File: src/rtl/integer_divider_pkg.sv
// Shared arithmetic-block package for the integer divider.
// Holds the default operand width and the divider FSM state encoding.
package integer_divider_pkg;

  localparam int unsigned DIV_OPERAND_WIDTH_DEFAULT = 64;

  typedef enum logic [1:0] {
    DIV_IDLE = 2'd0,
    DIV_RUN  = 2'd1,
    DIV_DONE = 2'd2
  } div_state_e;

endpackage : integer_divider_pkg

File: src/rtl/integer_divider_step.sv
// One restoring shift-subtract iteration (purely combinational).
//   partial_rem_in  : W+1-bit partial remainder, already shifted left with
//                     the next dividend bit in its LSB
//   divisor_in      : divisor magnitude
//   partial_rem_out : next partial remainder (always < divisor, fits W bits)
//   quotient_bit_out: 1 when the divisor was subtracted
module integer_divider_step
  import integer_divider_pkg::*;
#(
  parameter int unsigned OPERAND_WIDTH_IN_BITS = DIV_OPERAND_WIDTH_DEFAULT
) (
  input  logic [OPERAND_WIDTH_IN_BITS:0]   partial_rem_in,
  input  logic [OPERAND_WIDTH_IN_BITS-1:0] divisor_in,
  output logic [OPERAND_WIDTH_IN_BITS-1:0] partial_rem_out,
  output logic                             quotient_bit_out
);

  localparam int unsigned W = OPERAND_WIDTH_IN_BITS;

  always_comb begin
    quotient_bit_out = (partial_rem_in >= {1'b0, divisor_in});
    // The true difference is below the divisor, so W-bit modular
    // subtraction gives the exact result and drops the carry bit.
    if (quotient_bit_out) begin
      partial_rem_out = partial_rem_in[W-1:0] - divisor_in;
    end else begin
      partial_rem_out = partial_rem_in[W-1:0];
    end
  end

endmodule : integer_divider_step

File: src/rtl/integer_divider.sv
// Sign-magnitude restoring integer divider, one quotient bit per cycle.
// Ports:
//   clk_in, reset_in (sync, active high)
//   dividend_valid_in/sign/in, divisor_valid_in/sign/in : operands
//   issue_ack_out       : one-cycle pulse when operands are taken
//   quotient_valid_out  : result present (held until issue_ack_in)
//   quotient_sign/out, remainder_sign/out : sign-magnitude result
//   divide_exception_out: divisor was zero
//   issue_ack_in        : consumer takes the result (honoured in DONE only)
module integer_divider
  import integer_divider_pkg::*;
#(
  parameter int unsigned OPERAND_WIDTH_IN_BITS = DIV_OPERAND_WIDTH_DEFAULT
) (
  input  logic                             clk_in,
  input  logic                             reset_in,
  input  logic                             dividend_valid_in,
  input  logic                             dividend_sign_in,
  input  logic [OPERAND_WIDTH_IN_BITS-1:0] dividend_in,
  input  logic                             divisor_valid_in,
  input  logic                             divisor_sign_in,
  input  logic [OPERAND_WIDTH_IN_BITS-1:0] divisor_in,
  output logic                             issue_ack_out,
  output logic                             quotient_valid_out,
  output logic                             quotient_sign_out,
  output logic [OPERAND_WIDTH_IN_BITS-1:0] quotient_out,
  output logic                             remainder_sign_out,
  output logic [OPERAND_WIDTH_IN_BITS-1:0] remainder_out,
  input  logic                             issue_ack_in,
  output logic                             divide_exception_out
);

  localparam int unsigned W  = OPERAND_WIDTH_IN_BITS;
  localparam int unsigned CW = (W > 1) ? $clog2(W) : 1;
  localparam logic [CW-1:0] LAST_ITER = CW'(W - 1);

  div_state_e     state_q, state_d;
  logic [CW-1:0]  cnt_q, cnt_d;
  logic [W-1:0]   rem_q, rem_d;          // running partial remainder
  logic [W-1:0]   qd_q, qd_d;            // dividend bits out at MSB, quotient bits in at LSB
  logic [W-1:0]   divisor_q, divisor_d;
  logic           dsign_q, dsign_d;
  logic           vsign_q, vsign_d;

  logic           ack_q, ack_d;
  logic           valid_q, valid_d;
  logic           qsign_q, qsign_d;
  logic [W-1:0]   quot_q, quot_d;
  logic           rsign_q, rsign_d;
  logic [W-1:0]   remo_q, remo_d;
  logic           exc_q, exc_d;

  logic [W-1:0]   step_rem;
  logic           step_bit;
  logic [W-1:0]   qd_next;

  integer_divider_step #(
    .OPERAND_WIDTH_IN_BITS(W)
  ) u_step (
    .partial_rem_in  ({rem_q, qd_q[W-1]}),
    .divisor_in      (divisor_q),
    .partial_rem_out (step_rem),
    .quotient_bit_out(step_bit)
  );

  assign qd_next = {qd_q[W-2:0], step_bit};

  always_comb begin
    state_d   = state_q;
    cnt_d     = cnt_q;
    rem_d     = rem_q;
    qd_d      = qd_q;
    divisor_d = divisor_q;
    dsign_d   = dsign_q;
    vsign_d   = vsign_q;
    ack_d     = 1'b0;
    valid_d   = valid_q;
    qsign_d   = qsign_q;
    quot_d    = quot_q;
    rsign_d   = rsign_q;
    remo_d    = remo_q;
    exc_d     = exc_q;

    unique case (state_q)
      DIV_IDLE: begin
        if (dividend_valid_in && divisor_valid_in) begin
          ack_d     = 1'b1;
          qd_d      = dividend_in;
          divisor_d = divisor_in;
          dsign_d   = dividend_sign_in;
          vsign_d   = divisor_sign_in;
          rem_d     = '0;
          cnt_d     = '0;
          if (divisor_in == '0) begin
            state_d = DIV_DONE;
            valid_d = 1'b1;
            exc_d   = 1'b1;
            quot_d  = '1;
            qsign_d = dividend_sign_in ^ divisor_sign_in;
            remo_d  = dividend_in;
            rsign_d = dividend_sign_in && (dividend_in != '0);
          end else begin
            state_d = DIV_RUN;
          end
        end
      end

      DIV_RUN: begin
        rem_d = step_rem;
        qd_d  = qd_next;
        cnt_d = cnt_q + CW'(1);
        // Final step: publish the combinational step result directly.
        if (cnt_q == LAST_ITER) begin
          state_d = DIV_DONE;
          valid_d = 1'b1;
          exc_d   = 1'b0;
          quot_d  = qd_next;
          qsign_d = (dsign_q ^ vsign_q) && (qd_next != '0);
          remo_d  = step_rem;
          rsign_d = dsign_q && (step_rem != '0);
        end
      end

      DIV_DONE: begin
        if (issue_ack_in) begin
          state_d = DIV_IDLE;
          valid_d = 1'b0;
          exc_d   = 1'b0;
          quot_d  = '0;
          qsign_d = 1'b0;
          remo_d  = '0;
          rsign_d = 1'b0;
        end
      end

      default: state_d = DIV_IDLE;
    endcase
  end

  always_ff @(posedge clk_in) begin
    if (reset_in) begin
      state_q   <= DIV_IDLE;
      cnt_q     <= '0;
      rem_q     <= '0;
      qd_q      <= '0;
      divisor_q <= '0;
      dsign_q   <= 1'b0;
      vsign_q   <= 1'b0;
      ack_q     <= 1'b0;
      valid_q   <= 1'b0;
      qsign_q   <= 1'b0;
      quot_q    <= '0;
      rsign_q   <= 1'b0;
      remo_q    <= '0;
      exc_q     <= 1'b0;
    end else begin
      state_q   <= state_d;
      cnt_q     <= cnt_d;
      rem_q     <= rem_d;
      qd_q      <= qd_d;
      divisor_q <= divisor_d;
      dsign_q   <= dsign_d;
      vsign_q   <= vsign_d;
      ack_q     <= ack_d;
      valid_q   <= valid_d;
      qsign_q   <= qsign_d;
      quot_q    <= quot_d;
      rsign_q   <= rsign_d;
      remo_q    <= remo_d;
      exc_q     <= exc_d;
    end
  end

  assign issue_ack_out        = ack_q;
  assign quotient_valid_out   = valid_q;
  assign quotient_sign_out    = qsign_q;
  assign quotient_out         = quot_q;
  assign remainder_sign_out   = rsign_q;
  assign remainder_out        = remo_q;
  assign divide_exception_out = exc_q;

endmodule : integer_divider

File: config.mk
export PLATFORM = sky130hd
export DESIGN_NAME = integer_divider
export DESIGN_NICKNAME = d
export VERILOG_FILES = /design/src/rtl/integer_divider_pkg.sv /design/src/rtl/integer_divider_step.sv /design/src/rtl/integer_divider.sv
export SDC_FILE = /design/constraint.sdc
export NUM_CORES = 1
export LEC_CHECK = 0
export CORE_MARGIN = 2
export CORE_UTILIZATION = 25
export DETAILED_ROUTE_END_ITERATION = 16
export PLACE_DENSITY = 0.46
export SETUP_SLACK_MARGIN = 0.15
export SLEW_MARGIN = 20
export SYNTH_ARGS = -nofsm -noshare
export SYNTH_HDL_FRONTEND = slang
export SYNTH_SLANG_ARGS = --single-unit
File: constraint.sdc
create_clock -name clk_in -period 5.79 [get_ports clk_in]
set_clock_uncertainty 0.2 [all_clocks]
set_input_delay 1.158 -clock clk_in [delete_from_list [all_inputs] [get_ports clk_in]]
set_output_delay 1.158 -clock clk_in [all_outputs]
set_load 0.05 [all_outputs]
==> results of run 1 <==
[per-stage QoR]
stage          instances  utilization (%)  power (mW)
6_report            3745             31.6        13.5
5_1_grt             3745             31.6        14.2
4_1_cts             3745             31.6        13.5
3_5_place_dp        3670             29.8        10.8
3_3_place_gp        3670             29.8        10.8
2_1_floorplan       2601                -        8.25
[cells by family (layout without fill, tap and decap cells)]
kind of cell	Yosys count	in the layout	synth area share (%)
multiplexers	90	90	4.72
AND/OR/NAND/NOR	1147	1147	27.0
flip-flops	335	335	35.1
XOR/XNOR	62	62	2.84
AO/OA/AOI/OAI	605	605	19.9
buffers and inverters	292	458	5.85
adder cells (fa/ha/maj)	70	70	4.62
[registers in the layout, summed over array words and instances (netlist names)]
signal	flops
cnt_q	6
remainder_sign_out	1
divide_exception_out	1
divisor_q	64
vsign_q	1
qd_q	64
quotient_out	64
issue_ack_out	1
quotient_valid_out	1
state_q	2
quotient_sign_out	1
dsign_q	1
rem_q	64
remainder_out	64
[final cells by class]
class | count | area share [%]
Multi-Input combinational cell | 1974 | 47.4
Sequential cell | 335 | 28.0
Timing Repair Buffer | 292 | 12.3
Clock buffer | 64 | 5.31
Tap cell | 978 | 5.10
Inverter | 91 | 1.42
Clock inverter | 11 | 0.542
[critical path, cell delays in order (launching register included)]
cell and delay, ps:
dfxtp_1 650, ha_1 420, a21oi_1 270, o21ai_0 230, a221o_1 320, a221o_1 360
a41oi_4 350, nor2b_1 100, or3_1 400, a2111o_1 460, o31ai_2 320, o2111ai_1 230
nor3_2 130, and4b_1 200, a41oi_1 110
[routing by layer]
layer	GRT usage, %	up-vias	wire length, um
li1	-	9466	-
met1	29.5	9355	40400
met2	32.1	670	36600
met3	3.18	105	4900
met4	6.05	8	2360
met5	0	-	43
[final timing paths]
path / start / endpoint
worst min-delay path: divisor_q[44] / divisor_q[44]
worst max-delay path: rem_q[21] / remainder_sign_out
worst min register to register: divisor_q[44] / divisor_q[44]
worst max register to register: rem_q[21] / remainder_sign_out
[power by group through the flow]
stage	registers, mW	clock network [mW]	logic [mW]
global placement	3.53	0	7.24
floorplan	4.78	0	3.47
CTS	3.49	2.78	7.26
finish	3.49	2.70	7.26
detailed placement	3.54	0	7.24
global route	3.57	2.86	7.78
[cells in the mapped netlist, drive strengths merged, types with 5 or more instances]
library cell / count / area share (%)
and3: 12 / 0.39
buf: 39 / 0.88
a21boi: 7 / 0.27
a31oi: 7 / 0.23
or4: 9 / 0.35
xnor2: 33 / 1.5
inv: 91 / 1.8
mux2i: 88 / 4.6
a21oi: 294 / 7.8
ha: 69 / 4.5
o31ai: 8 / 0.34
nand3: 49 / 1.3
nor2b: 46 / 1.5
clkbuf: 162 / 3.2
nor2: 337 / 6.6
or3: 9 / 0.29
a21o: 10 / 0.39
nor3b: 5 / 0.22
nor3: 129 / 3.4
nor4: 68 / 2.3
o22ai: 5 / 0.16
nand2b: 10 / 0.33
a311oi: 44 / 2.0
nand4: 51 / 1.7
o211ai: 6 / 0.24
xor2: 29 / 1.3
o21bai: 8 / 0.31
nand2: 408 / 8.0
a211oi: 92 / 3.6
o21ai: 68 / 1.8
dfxtp: 335 / 35
o21a: 11 / 0.43
==> reports/qor.txt, run 1 <==
Number of DRC markers in iteration 0: 1727
Ys flop type: dfxtp_1
Synthesized area: 19100 sq um
DRC viols: 0
Worst-path fanout max: 7
Total gr overflow: 0
Core box area: 75800 sq um
Tot GR Track Use: 20.7%
Post-CTS sizing: 0
Area post-placement: 22600 sq um
Tightest Pin Transition: 1040 ps
Combinational fraction of design power: 54.0%
Synth Register Bits: 335
Hold-fix buffers, CTS: 0
Avg Inst Size Synth: 7.35 sq um
Leakage: 8.79 nW
CP Class: register to register
Worst hold slack: 252 ps
Share of layout cells above drive strength 1: 4.55%
Max Root-Sink Buffers: 3
Final WS setup: 892 ps
YS warnings: 0
Fin area: 24000 sq um
Detailed Routing Iterations Pass 1: 5
Routed wire per std cell: 22.5 um
Fin crit period: 4900 ps
FFs w/ async S/R, synth: 0%
P_sw: 6.58 mW
Die area: 78700 sq um
Most common cell after layout, fill and taps aside: nand2_1
Sw Ratio: 48.9%
Initial Util: 25.2%
Syn Inst Count: 2601
TritonCTS buffer count: 42
First-pass GRT wire length: 124000 um
RSZ-0062 raised after global routing: no
Startpoint class of the critical path: register
Total negative setup slack: 0 ps
Die X: 281 um
Largest net degree at the start of global routing: 167
Synthesized Nets: 2806
CTS tree: done
GP Congestion: 0.959
Max Cap Viol: 0
Final Max Tran Viols: 0
CP Capture Type: register
Internal: 6.87 mW
DP HPWL: 63500 um
Post-synthesis sequential area ratio: 35.1%
Most frequent cells in the layout: nand2_1, nor2_1, dfxtp_1
R2R Setup Slk: 890 ps
DIE HEIGHT: 281 um
Signal arrival time at the worst endpoint: 5130 ps
Post-synth EDFFs: 0
Hold Crit Depth: 2
Initial antenna violation count: 4
Setup WS pre-CTS: 794 ps
Maximum VDD drop: 0.252 mV
Post-DRT Antenna Nets: 0
Routed vias: 19600
Final Hold Viols: 0
Max frequency: 204 MHz
Period utilization: 84.6%
Vias in the first global route: 18700
Worst slew margin: 30.6%
# clock sinks: 335
Setup violations, final: 0
Io pins: 268
Reg area: 6710 sq um
Final net count: 2941
WL final: 84300 um
Outcome: complete, no violations
Cell area power density: 561 nW/um^2
Worst-Skew Late Latency: 580 ps
FP Rows: 101
H-Tree Depth: 2
CTS root buffer: clkbuf_16
Vias per cell: 5.23
Netlist cell types: 73
Part of the power in registers: 25.9%
Antenna diode count: 0
# Post-CTS Setup Buffers: 0
Area grow syn2layout: 25.4%
Hold Crit Class: register to register
Port bufs: 267
Clock power frac: 20.1%
Crit path required time: 6020 ps
R2r worst-path depth: 14
Layout filler cell count: 8158
Clock-pin transition on the worst setup and hold timing paths: 60 ps
Multi-input gate area: 11400 sq um
Note: power is estimated with default switching activity, not from simulation.
==> run 2: changes to the inputs <==
--- a/config.mk
+++ b/config.mk
@@ -8,7 +8,7 @@
 export CORE_MARGIN = 2
 export CORE_UTILIZATION = 25
 export DETAILED_ROUTE_END_ITERATION = 16
-export PLACE_DENSITY = 0.46
+export PLACE_DENSITY = 0.47
 export SETUP_SLACK_MARGIN = 0.15
 export SLEW_MARGIN = 20
 export SYNTH_ARGS = -nofsm -noshare
==> constraint.sdc (replaced) <==
create_clock -name clk_in -period 4.4 [get_ports clk_in]
set_clock_uncertainty 0.2 [all_clocks]
set_input_delay 0.88 -clock clk_in [delete_from_list [all_inputs] [get_ports clk_in]]
set_output_delay 0.88 -clock clk_in [all_outputs]
set_load 0.05 [all_outputs]
==> reports/qor.txt, run 2 (synthesized netlist as in run 1, its figures left out) <==
Initial antenna violation count: 4 (unchanged)
Part of the power in registers: 24.8% (-1.1 points)
Outcome: complete, no violations
Clock-pin transition on the worst setup and hold timing paths: 60 ps (about the same)
Final Max Tran Viols: 0 (unchanged)
Critical R2R Launch: qd_q[63]
Signal arrival time at the worst endpoint: 4580 ps (-550 ps)
Die area: 78700 sq um (unchanged)
Detailed Routing Iterations Pass 1: 6 (+1)
Hold path startpoint: divisor_q[21]
Sw Ratio: 47.6% (-1.4 points)
Worst-Skew Late Latency: 570 ps (about the same)
Hold Path Sink: divisor_q[21]
# clock sinks: 335 (unchanged)
Vias per cell: 5.10 (-2.5%)
Tot GR Track Use: 21.0% (+0.31 points)
Most common cell after layout, fill and taps aside: nand2_1
Crit path cell chain: inv_2, ha_4, inv_2, fa_2, a21o_1, a221o_1, a21o_1, a21oi_2, xnor2_2, or4_4, or4_4, a2111o_1, o31ai_4, o2111ai_2, nor3_2, and4b_1, a41oi_2
Cell area power density: 712 nW/um^2 (+27%)
Vias in the first global route: 19800 (+5.7%)
CTS tree: done
Max Root-Sink Buffers: 3 (unchanged)
Hold Crit Class: register to register
Max frequency: 230 MHz (+13%)
FP Rows: 101 (unchanged)
Total negative setup slack: 0 ps (unchanged)
Initial Util: 25.2% (unchanged)
Area post-placement: 24400 sq um (+8.2%)
RSZ-0062 raised after global routing: yes
WL final: 85400 um (+1.3%)
Hold Crit Depth: 2 (unchanged)
P_sw: 8.84 mW (+34%)
Crit Reg-Reg Endpoint: remainder_sign_out
Post-route insts no fill: 3986 (+6.4%)
Final net count: 3182 (+8.2%)
Routed wire per std cell: 21.4 um (-4.9%)
Worst-path fanout max: 3 (-4)
Combinational fraction of design power: 56.5% (+2.5 points)
Area grow syn2layout: 36.5%
Final Hold Viols: 0 (unchanged)
Routed vias: 20300 (+3.8%)
Startpoint class of the critical path: register
Share of layout cells above drive strength 1: 13.6% (+9.0 points)
Crit path required time: 4630 ps (-1390 ps)
Tightest Pin Transition: 1040 ps (-3.43 ps)
Post-DRT Antenna Nets: 0 (unchanged)
Port bufs: 267 (unchanged)
Fin crit period: 4350 ps (-550 ps)
GP Congestion: 0.908 (-5.3%)
Clock power frac: 18.6% (-1.5 points)
Die X: 281 um (unchanged)
Worst slew margin: 30.9% (+0.23 points)
CP Class: register to register
R2R Setup Slk: 50 ps (-840 ps)
Fin area: 26100 sq um (+8.8%)
Max Cap Viol: 0 (unchanged)
Leakage: 10.0 nW (+14%)
Maximum VDD drop: 0.395 mV (+57%)
Slowest cell on crit path: or4_4
CTS root buffer: clkbuf_16
Most frequent cells in the layout: nand2_1, nor2_1, dfxtp_1
Period utilization: 98.8% (+14 points)
First-pass GRT wire length: 127000 um (+2.2%)
H-Tree Depth: 2 (unchanged)
Final Util: 34.4% (+2.8 points)
Core box area: 75800 sq um (unchanged)
R2r worst-path depth: 17 (+3)
Setup WS pre-CTS: -147 ps (-941 ps)
DIE HEIGHT: 281 um (unchanged)
Total gr overflow: 0 (unchanged)
Crit path largest cell delay: 500 ps (-150 ps)
CP Capture Type: register
Setup violations, final: 0 (unchanged)
Final WS setup: 51.9 ps (-840 ps)
TritonCTS buffer count: 41 (-2.4%)
Power Total: 18.6 mW (+38%)
DRC viols: 0 (unchanged)
Largest net degree at the start of global routing: 127 (-24%)
Io pins: 268 (unchanged)
DP HPWL: 66800 um (+5.3%)
Internal: 9.74 mW (+42%)
Post-Place Cells: 3906 (+6.4%)
Worst hold slack: 253 ps (+0.986 ps)
Number of DRC markers in iteration 0: 1633 (-5.4%)
run 2: layer usage:
layer  vias up  global-route usage [%]  share of wire [%]
met1      9675                    29.7                 47
li1       9945                       -                  -
met5         -                       0              0.047
met2       618                    33.5                 45
met3       100                    2.43                5.3
met4         6                    6.01                2.8
run 2: layout make-up:
type                       instances  area, sq um
timing repair buffer             534         4840
inverter                          91          342
multi-input combinational       1974        11600
antenna                            1         2.50
fill                            8062        49700
tap                              978         1220
sequential                       335         6710
clock buffer                      59         1180
clock inverter                    14          160
run 2: timing repair:
item                       in CTS  in global routing
setup buffers                   2                  4
gates resized for setup         9                 49
setup endpoints to repair       3                 21
pin swaps                       6                  8
hold endpoints to repair        0                  0
hold buffers                    0                  0
run 2: power groups by stage:
| stage | sequential (mW) | clock [mW] | combinational (mW) |
|---|---|---|---|
| global placement | 4.66 | 0 | 10.3 |
| global route | 4.72 | 3.66 | 11.2 |
| detailed placement | 4.68 | 0 | 10.3 |
| finish | 4.61 | 3.46 | 10.5 |
| floorplan | 6.28 | 0 | 4.57 |
| CTS | 4.61 | 3.54 | 10.4 |
run 2: worst max-delay path, delay by kind of cell (launching register included):
family	cells	cell delay [ps]
compound gates	8	1800
xor+xnor	1	80
fa+ha+maj	2	470
buf+inv	2	100
flops	1	320
simple gates	4	1250
run 2: worst max path at each step:
stage | end | cells past startpoint | start | slack (ps)
after floorplan | remainder_sign_out | 16 | qd_q[63] | 350
after global placement | remainder_sign_out | 13 | divisor_in[20] | -180
after detailed placement | remainder_sign_out | 16 | qd_q[63] | -150
after CTS | remainder_sign_out | 17 | qd_q[63] | 20
after global routing | remainder_sign_out | 17 | qd_q[63] | -80
final | remainder_sign_out | 17 | qd_q[63] | 50
